==> config.mk <==
export PLATFORM = sky130hd
export DESIGN_NAME = mips_multicycle_core
export DESIGN_NICKNAME = d
export VERILOG_FILES = /design/src/rtl/mips_multicycle_core.sv
export SDC_FILE = /design/constraint.sdc
export NUM_CORES = 2
export LEC_CHECK = 0
export CORE_MARGIN = 2
export CORE_UTILIZATION = 55
export DETAILED_ROUTE_END_ITERATION = 10
export HOLD_SLACK_MARGIN = 0.15
export PLACE_DENSITY = 0.73
export SYNTH_ARGS = -nofsm -noshare
export SYNTH_HDL_FRONTEND = slang
export SYNTH_SLANG_ARGS = --single-unit
==> constraint.sdc <==
create_clock -name clock -period 8.6 [get_ports clock]
set_input_delay 1.72 -clock clock [delete_from_list [all_inputs] [get_ports clock]]
set_output_delay 1.72 -clock clock [all_outputs]
set_load 0.02 [all_outputs]
==> src/rtl/mips_multicycle_core.sv <==
// ---------------------------------------------------------------------------
// mips_multicycle_core
//   Multi-cycle MIPS32 subset core. A central FSM steps each instruction
//   through FETCH -> DECODE -> EXEC -> {MEM} -> {WB}. One ALU is shared by all
//   states: it computes PC+4 in FETCH, the branch target in DECODE, and the
//   instruction result in EXEC. Instruction and data memories are reached
//   through req/ready handshakes, so either memory may insert wait states.
//
//   Optional feature macro: MIPS_CORE_ILLEGAL_HALT_EN
//     defined   : an unsupported encoding seen in DECODE parks the core in HALT
//                 (halted=1, no requests, no retire) until reset.
//     undefined : unsupported encodings retire as a NOP; halted is tied 0.
//
// Parameters
//   RESET_PC     PC loaded at reset
//   ADDR_W       width of imem_addr / dmem_addr (low bits of byte address)
// Ports
//   clock, reset                 rising-edge clock, async active-low reset
//   imem_req/addr/rdata/ready    instruction fetch handshake
//   dmem_req/we/addr/wdata/
//   dmem_rdata/ready             data load/store handshake
//   retire_valid, retire_pc      one-cycle pulse + PC of retiring instruction
//   halted                       core stopped on an illegal encoding
// ---------------------------------------------------------------------------
module mips_multicycle_core #(
    parameter logic [31:0] RESET_PC = 32'h0000_0000,
    parameter int unsigned ADDR_W   = 32
) (
    input  logic              clock,
    input  logic              reset,
    output logic              imem_req,
    output logic [ADDR_W-1:0] imem_addr,
    input  logic [31:0]       imem_rdata,
    input  logic              imem_ready,
    output logic              dmem_req,
    output logic              dmem_we,
    output logic [ADDR_W-1:0] dmem_addr,
    output logic [31:0]       dmem_wdata,
    input  logic [31:0]       dmem_rdata,
    input  logic              dmem_ready,
    output logic              retire_valid,
    output logic [31:0]       retire_pc,
    output logic              halted
);

`ifdef MIPS_CORE_ILLEGAL_HALT_EN
    localparam logic ILLEGAL_HALT = 1'b1;
`else
    localparam logic ILLEGAL_HALT = 1'b0;
`endif

    localparam logic [5:0] OP_RTYPE = 6'h00;
    localparam logic [5:0] OP_J     = 6'h02;
    localparam logic [5:0] OP_BEQ   = 6'h04;
    localparam logic [5:0] OP_BNE   = 6'h05;
    localparam logic [5:0] OP_ADDI  = 6'h08;
    localparam logic [5:0] OP_SLTI  = 6'h0A;
    localparam logic [5:0] OP_ANDI  = 6'h0C;
    localparam logic [5:0] OP_ORI   = 6'h0D;
    localparam logic [5:0] OP_LW    = 6'h23;
    localparam logic [5:0] OP_SW    = 6'h2B;

    localparam logic [5:0] FN_SLL = 6'h00;
    localparam logic [5:0] FN_SRL = 6'h02;
    localparam logic [5:0] FN_ADD = 6'h20;
    localparam logic [5:0] FN_SUB = 6'h22;
    localparam logic [5:0] FN_AND = 6'h24;
    localparam logic [5:0] FN_OR  = 6'h25;
    localparam logic [5:0] FN_SLT = 6'h2A;

    typedef enum logic [2:0] {
        S_FETCH, S_DECODE, S_EXEC, S_MEM, S_WB, S_HALT
    } state_e;

    typedef enum logic [2:0] {
        ALU_ADD, ALU_SUB, ALU_AND, ALU_OR, ALU_SLT, ALU_SLL, ALU_SRL
    } alu_op_e;

    state_e      state_q;
    logic [31:0] pc_q;
    logic [31:0] ir_q;
    logic [31:0] a_q;
    logic [31:0] b_q;
    logic [31:0] alu_q;
    logic [31:0] mdr_q;
    logic [31:0] retire_pc_q;
    logic [31:0] rf_q [32];

    // ---------------- instruction fields ----------------
    logic [5:0]  op;
    logic [5:0]  funct;
    logic [4:0]  rs;
    logic [4:0]  rt;
    logic [4:0]  rd;
    logic [4:0]  shamt;
    logic [15:0] imm;
    logic [25:0] jtgt;
    logic [31:0] imm_sext;
    logic [31:0] imm_zext;

    assign op       = ir_q[31:26];
    assign rs       = ir_q[25:21];
    assign rt       = ir_q[20:16];
    assign rd       = ir_q[15:11];
    assign shamt    = ir_q[10:6];
    assign funct    = ir_q[5:0];
    assign imm      = ir_q[15:0];
    assign jtgt     = ir_q[25:0];
    assign imm_sext = {{16{imm[15]}}, imm};
    assign imm_zext = {16'h0000, imm};

    // ---------------- decode ----------------
    logic is_r;
    logic is_alu_i;
    logic is_lw;
    logic is_sw;
    logic is_beq;
    logic is_bne;
    logic is_j;
    logic legal;

    always_comb begin
        is_r     = (op == OP_RTYPE) &&
                   (funct inside {FN_SLL, FN_SRL, FN_ADD, FN_SUB, FN_AND, FN_OR, FN_SLT});
        is_alu_i = op inside {OP_ADDI, OP_SLTI, OP_ANDI, OP_ORI};
        is_lw    = (op == OP_LW);
        is_sw    = (op == OP_SW);
        is_beq   = (op == OP_BEQ);
        is_bne   = (op == OP_BNE);
        is_j     = (op == OP_J);
        legal    = is_r || is_alu_i || is_lw || is_sw || is_beq || is_bne || is_j;
    end

    // ---------------- shared ALU ----------------
    alu_op_e     alu_op;
    logic [31:0] alu_a;
    logic [31:0] alu_b;
    logic [31:0] alu_y;

    always_comb begin
        alu_op = ALU_ADD;
        alu_a  = a_q;
        alu_b  = b_q;
        case (state_q)
            S_FETCH: begin
                alu_a = pc_q;
                alu_b = 32'd4;
            end
            S_DECODE: begin
                // PC already holds PC+4 here, so this is PC+4+(sext(imm)<<2)
                alu_a = pc_q;
                alu_b = {imm_sext[29:0], 2'b00};
            end
            S_EXEC: begin
                if (is_r) begin
                    case (funct)
                        FN_SUB:  alu_op = ALU_SUB;
                        FN_AND:  alu_op = ALU_AND;
                        FN_OR:   alu_op = ALU_OR;
                        FN_SLT:  alu_op = ALU_SLT;
                        FN_SLL:  alu_op = ALU_SLL;
                        FN_SRL:  alu_op = ALU_SRL;
                        default: alu_op = ALU_ADD;
                    endcase
                    // shifts act on rt by the shamt field
                    if (funct == FN_SLL || funct == FN_SRL) begin
                        alu_a = b_q;
                        alu_b = {27'd0, shamt};
                    end
                end else if (is_beq || is_bne) begin
                    alu_op = ALU_SUB;
                end else begin
                    alu_b = imm_sext;
                    case (op)
                        OP_SLTI: alu_op = ALU_SLT;
                        OP_ANDI: begin alu_op = ALU_AND; alu_b = imm_zext; end
                        OP_ORI:  begin alu_op = ALU_OR;  alu_b = imm_zext; end
                        default: alu_op = ALU_ADD;
                    endcase
                end
            end
            default: ;
        endcase
    end

    always_comb begin
        case (alu_op)
            ALU_SUB: alu_y = alu_a - alu_b;
            ALU_AND: alu_y = alu_a & alu_b;
            ALU_OR:  alu_y = alu_a | alu_b;
            ALU_SLT: alu_y = {31'd0, $signed(alu_a) < $signed(alu_b)};
            ALU_SLL: alu_y = alu_a << alu_b[4:0];
            ALU_SRL: alu_y = alu_a >> alu_b[4:0];
            default: alu_y = alu_a + alu_b;
        endcase
    end

    logic br_taken;
    assign br_taken = is_beq ? (alu_y == 32'd0) : (alu_y != 32'd0);

    logic [4:0]  wb_dst;
    logic [31:0] wb_data;
    assign wb_dst  = is_r ? rd : rt;
    assign wb_data = is_lw ? mdr_q : alu_q;

    // ---------------- central FSM ----------------
    always_ff @(posedge clock or negedge reset) begin
        if (!reset) begin
            state_q     <= S_FETCH;
            pc_q        <= RESET_PC;
            ir_q        <= '0;
            a_q         <= '0;
            b_q         <= '0;
            alu_q       <= '0;
            mdr_q       <= '0;
            retire_pc_q <= '0;
            for (int i = 0; i < 32; i++) rf_q[i] <= '0;
        end else begin
            case (state_q)
                S_FETCH: begin
                    if (imem_ready) begin
                        ir_q        <= imem_rdata;
                        retire_pc_q <= pc_q;
                        pc_q        <= alu_y;
                        state_q     <= S_DECODE;
                    end
                end
                S_DECODE: begin
                    a_q   <= rf_q[rs];
                    b_q   <= rf_q[rt];
                    alu_q <= alu_y;
                    if (legal)             state_q <= S_EXEC;
                    else if (ILLEGAL_HALT) state_q <= S_HALT;
                    else                   state_q <= S_FETCH;
                end
                S_EXEC: begin
                    if (is_beq || is_bne) begin
                        if (br_taken) pc_q <= alu_q;
                        state_q <= S_FETCH;
                    end else if (is_j) begin
                        pc_q    <= {pc_q[31:28], jtgt, 2'b00};
                        state_q <= S_FETCH;
                    end else if (is_lw || is_sw) begin
                        alu_q   <= alu_y;
                        state_q <= S_MEM;
                    end else begin
                        alu_q   <= alu_y;
                        state_q <= S_WB;
                    end
                end
                S_MEM: begin
                    if (dmem_ready) begin
                        if (is_sw) begin
                            state_q <= S_FETCH;
                        end else begin
                            mdr_q   <= dmem_rdata;
                            state_q <= S_WB;
                        end
                    end
                end
                S_WB: begin
                    if (wb_dst != 5'd0) rf_q[wb_dst] <= wb_data;
                    state_q <= S_FETCH;
                end
                S_HALT:  state_q <= S_HALT;
                default: state_q <= S_FETCH;
            endcase
        end
    end

    // ---------------- outputs ----------------
    // Reset parks the FSM in FETCH, so the fetch request is masked while
    // reset is held to keep every handshake output low.
    assign imem_req   = reset && (state_q == S_FETCH);
    assign imem_addr  = pc_q[ADDR_W-1:0];
    assign dmem_req   = (state_q == S_MEM);
    assign dmem_we    = dmem_req && is_sw;
    assign dmem_addr  = alu_q[ADDR_W-1:0];
    assign dmem_wdata = b_q;
    assign retire_pc  = retire_pc_q;

    assign retire_valid = (state_q == S_WB) ||
                          (state_q == S_EXEC && (is_beq || is_bne || is_j)) ||
                          (state_q == S_MEM && is_sw && dmem_ready) ||
                          (state_q == S_DECODE && !legal && !ILLEGAL_HALT);

`ifdef MIPS_CORE_ILLEGAL_HALT_EN
    assign halted = (state_q == S_HALT);
`else
    assign halted = 1'b0;
`endif

endmodule

==> results.md <==
* Actual slew at the worst max-slew pin at 1.21 ns
* Initial cell density of the core at 0.553
* # resized after CTS at 0
* Seq/Total Area, Yosys at 0.432
* Sequential Power Share at 0.259
* Final total power at 40.4 mW
* Routed Antenna Nets at 0
* Most common cell after layout, fill and taps aside: dfrtp_1
* Slowest cell on crit path: a222oi_1
* Number of synthesized flops with an enable pin at 0
* Avg Vias per Cell at 7.02
* Post-placement cell count at 8481
* Post-detailed-placement cell area at 76500 µm²
* Synth async-reset ratio at 1.00
* Later-pin clock latency in the skew report at 0.81 ns
* Worst clock skew on the final layout at 0.0463 ns
* Stage delay of the slowest cell on the critical path at 0.93 ns
* Layout-stage area growth over the synthesis result at 11.8%
* Count of clock tree sinks at 1251
* Net switching fraction of the power at 0.503
* Worst Path Max Fanout at 20
* Dominant combinational cell family by area after synthesis: multiplexers
* CTS root buf: clkbuf_16
* Post-detail-place hpwl at 191000 µm
* Horizontal die dimension at 367 µm
* Post-synthesis register bit count at 1251
* Proportion of layout cells with a drive suffix above 1 at 0.183
* Fraction of power consumed by the clock network at 0.148
* Cell internal power dissipation at 20.1 mW
* Crit path required time at 9.22 ns
* Count of cell types in the netlist at 93
* Relative slew slack at 0.189
* Count of warnings emitted by yosys at 0
* Number of remaining DRC errors at 0
* Vias after detailed routing at 61300
* Chip Height at 367 µm
* Largest net degree at the start of global routing at 190
* Power density over cell area at 498 nW/µm²
* Switching power at 20.3 mW
* Level count of the clock H-tree at 4
* Final #Nets at 7032
* Synth Net Count at 7140
* Highest attainable clock frequency at 119 MHz
* XOR/XNOR share of the synthesized area at 0.00375
* Largest buffer count on any clock path at 3
* Final total negative setup slack at 0 ns
* Total number of placement rows at 133
* Commonest non-fill, non-tap cells in the layout: dfrtp_1, nand2_1, o21ai_0
* Port Buffers at 199
* Part of the power in combinational logic at 0.592
* Pins Over Slew Limit at 0
* Number of instances in the synthesized netlist at 6973
* DRT iter0 DRCs at 8976
* Share of synthesized cell area in full adder, half adder and majority cells at 0.0173
* Final Routed Wirelength at 287000 µm
* Post-CTS repair timing setup buffer count at 0
* Result of the run: complete, no violations
* TritonCTS clock tree: yes
* Std-Cell Core Area at 131000 µm²
* Non-filler instance count after layout at 8729
* Leak pwr at 34.4 nW
* Overall track demand over capacity in global routing at 0.426
* Antenna violations before repair at 15
* Synth Area in Compound Gates at 0.142
* Placer congestion estimate at 1.15
* First-pass GRT wire length at 417000 µm
* CP Launch Type: flop
* Post-Layout Inst Area at 81000 µm²
* Max-cap viol count at 0
* Post-synthesis share of cell area spent on and, or, nand and nor gates at 0.119
* TritonRoute pass-1 iters at 9
* Die Area at 135000 µm²
* Min-Delay Path Class: flop to flop
* Reg clk slew, reported paths at 0.06 ns
* Top Ports at 201
* Category of the worst setup path capture point: flop
* Final count of negative-setup-slack endpoints at 0
* Worst-case vdd ir drop at 310 µV
* Setup repair after global routing missed its margin: no
* Hold buffer count at cts at 0
* Min cycle time layout at 8.41 ns
* Average wire length per cell after detail routing at 32.9 µm
* Total global routing overflow at 0
* Mux contribution to synthesized area at 0.244
* Avg Cell Area, Syn at 10.4 µm²
* Number of buffers added by the clock tree synthesis step at 137
* Post-synthesis instance area at 72500 µm²
* Ratio of final minimum period to clock period at 0.978
* Crit path DAT at 9.03 ns
* CP Class: flop to flop
* Number of global-route vias before repair at 59300
* Final core area utilization at 0.618
* Most used flip-flop cell after synthesis: dfrtp_1
* Final Hold Fails at 0
sequential cells by signal, indices dropped and copies added (netlist names):
name and cells:
retire_pc 32, ir_q 32, dmem_wdata 32, a_q 32
rf_q 1024, imem_addr 32, state_q 3, dmem_addr 32
mdr_q 32
power by group through the flow:
stage                     registers [mW]  clock network [mW]  logic [mW]
after global placement              10.3                   0        22.9
final                               10.5                5.99        23.9
after CTS                           10.3                6.03        23.1
after floorplan                     9.41                   0        14.5
after detailed placement            10.4                   0        23.0
after global routing                10.6                6.28        24.9
worst max-delay path, delay by kind of cell (launching register included):
kind	cells	cell delay (ns)
compound gates	12	3.88
simple gates	5	1.76
buf+inv	7	1.53
flops	1	0.52
fa+ha+maj	1	0.49
worst paths after layout:
kind	slack, ns	cells after the start	startpoint	endpoint
setup reg to reg	0.19	25	ir_q[2]$_DFFE_PN0P_	imem_addr[15]$_DFFE_PN0P_
setup / recovery	0.19	25	ir_q[2]$_DFFE_PN0P_	imem_addr[15]$_DFFE_PN0P_
min in group asynchronous	0.86	1	reset	rf_q[510]$_DFFE_PN0P_
hold reg to reg	0.39	0	rf_q[1010]$_DFFE_PN0P_	rf_q[1010]$_DFFE_PN0P_
max in group asynchronous	4.64	4	reset	ir_q[21]$_DFFE_PN0P_
hold / removal	0.39	0	rf_q[1010]$_DFFE_PN0P_	rf_q[1010]$_DFFE_PN0P_
layer usage:
layer  track usage  up-vias  routed length (µm)  share of wire
met2         0.621     4224              126000           0.44
met4         0.214       18               16900          0.059
met1         0.596    31000              110000           0.38
met5             0        -                 124        0.00043
met3         0.110      850               33800           0.12
li1              -    25200                   -              -
per-stage QoR:
step | hold slack, ns | worst slack [ns]
CTS | 0.396 | 0.408
global placement | 0.376 | 0.564
floorplan | 0.441 | 1.33
global route | 0.407 | 0.0181
detailed placement | 0.382 | 0.458
finish | 0.393 | 0.190
cells by family after synthesis:
| logic type | after synthesis |
|---|---|
| compound gates | 1766 |
| xor+xnor | 31 |
| fa+ha+maj | 99 |
| buf+inv | 799 |
| flops | 1251 |
| mux | 946 |
| other cells | 1 |
| simple gates | 2080 |
cell usage after synthesis, types with 10 or more instances:
library cell     n  share of area
mux2i_1        247          0.034
o221ai_1        10         0.0012
o22ai_1         29         0.0025
o21ai_0        712          0.049
buf_2           18         0.0012
inv_1          103         0.0053
a221o_1         33         0.0046
nand4_1         34         0.0029
o21a_1          28         0.0029
a22oi_1         14         0.0015
a211oi_1        29         0.0030
mux2_2          48         0.0075
a21o_1          17         0.0018
nor3_1          69         0.0048
and2_1          37         0.0032
a221oi_1        22         0.0027
nor2b_1         19         0.0016
a32oi_1         11         0.0013
ha_1            97          0.017
xnor2_1         24         0.0029
nand2b_1        15         0.0013
clkbuf_1       581          0.030
nand2_1       1025          0.053
a31oi_1         46         0.0040
a2111oi_0       13         0.0016
a21oi_1        591          0.041
o211ai_1        34         0.0035
nor4_1          19         0.0016
mux4_2         648           0.20
a222oi_1        18         0.0025
nor2_1         684          0.035
o21ai_1         10        0.00069
or4_1           10         0.0010
a311oi_1        11         0.0013
buf_1           79         0.0041
o21bai_1        10         0.0010
nand3_1        107         0.0074
or3_1           13         0.0011
dfrtp_1       1251           0.43
o31ai_1         16         0.0017
final cells by class:
| cell class | count | area (µm²) |
|---|---|---|
| clock buffer | 194 | 3920 |
| timing repair buffer | 440 | 3970 |
| antenna | 4 | 10.0 |
| fill | 10600 | 50100 |
| multi-input combinational | 4923 | 38600 |
| clock inverter | 50 | 592 |
| inverter | 112 | 420 |
| tap | 1755 | 2200 |
| sequential | 1251 | 31300 |
Note: power is estimated with default switching activity, not from simulation.
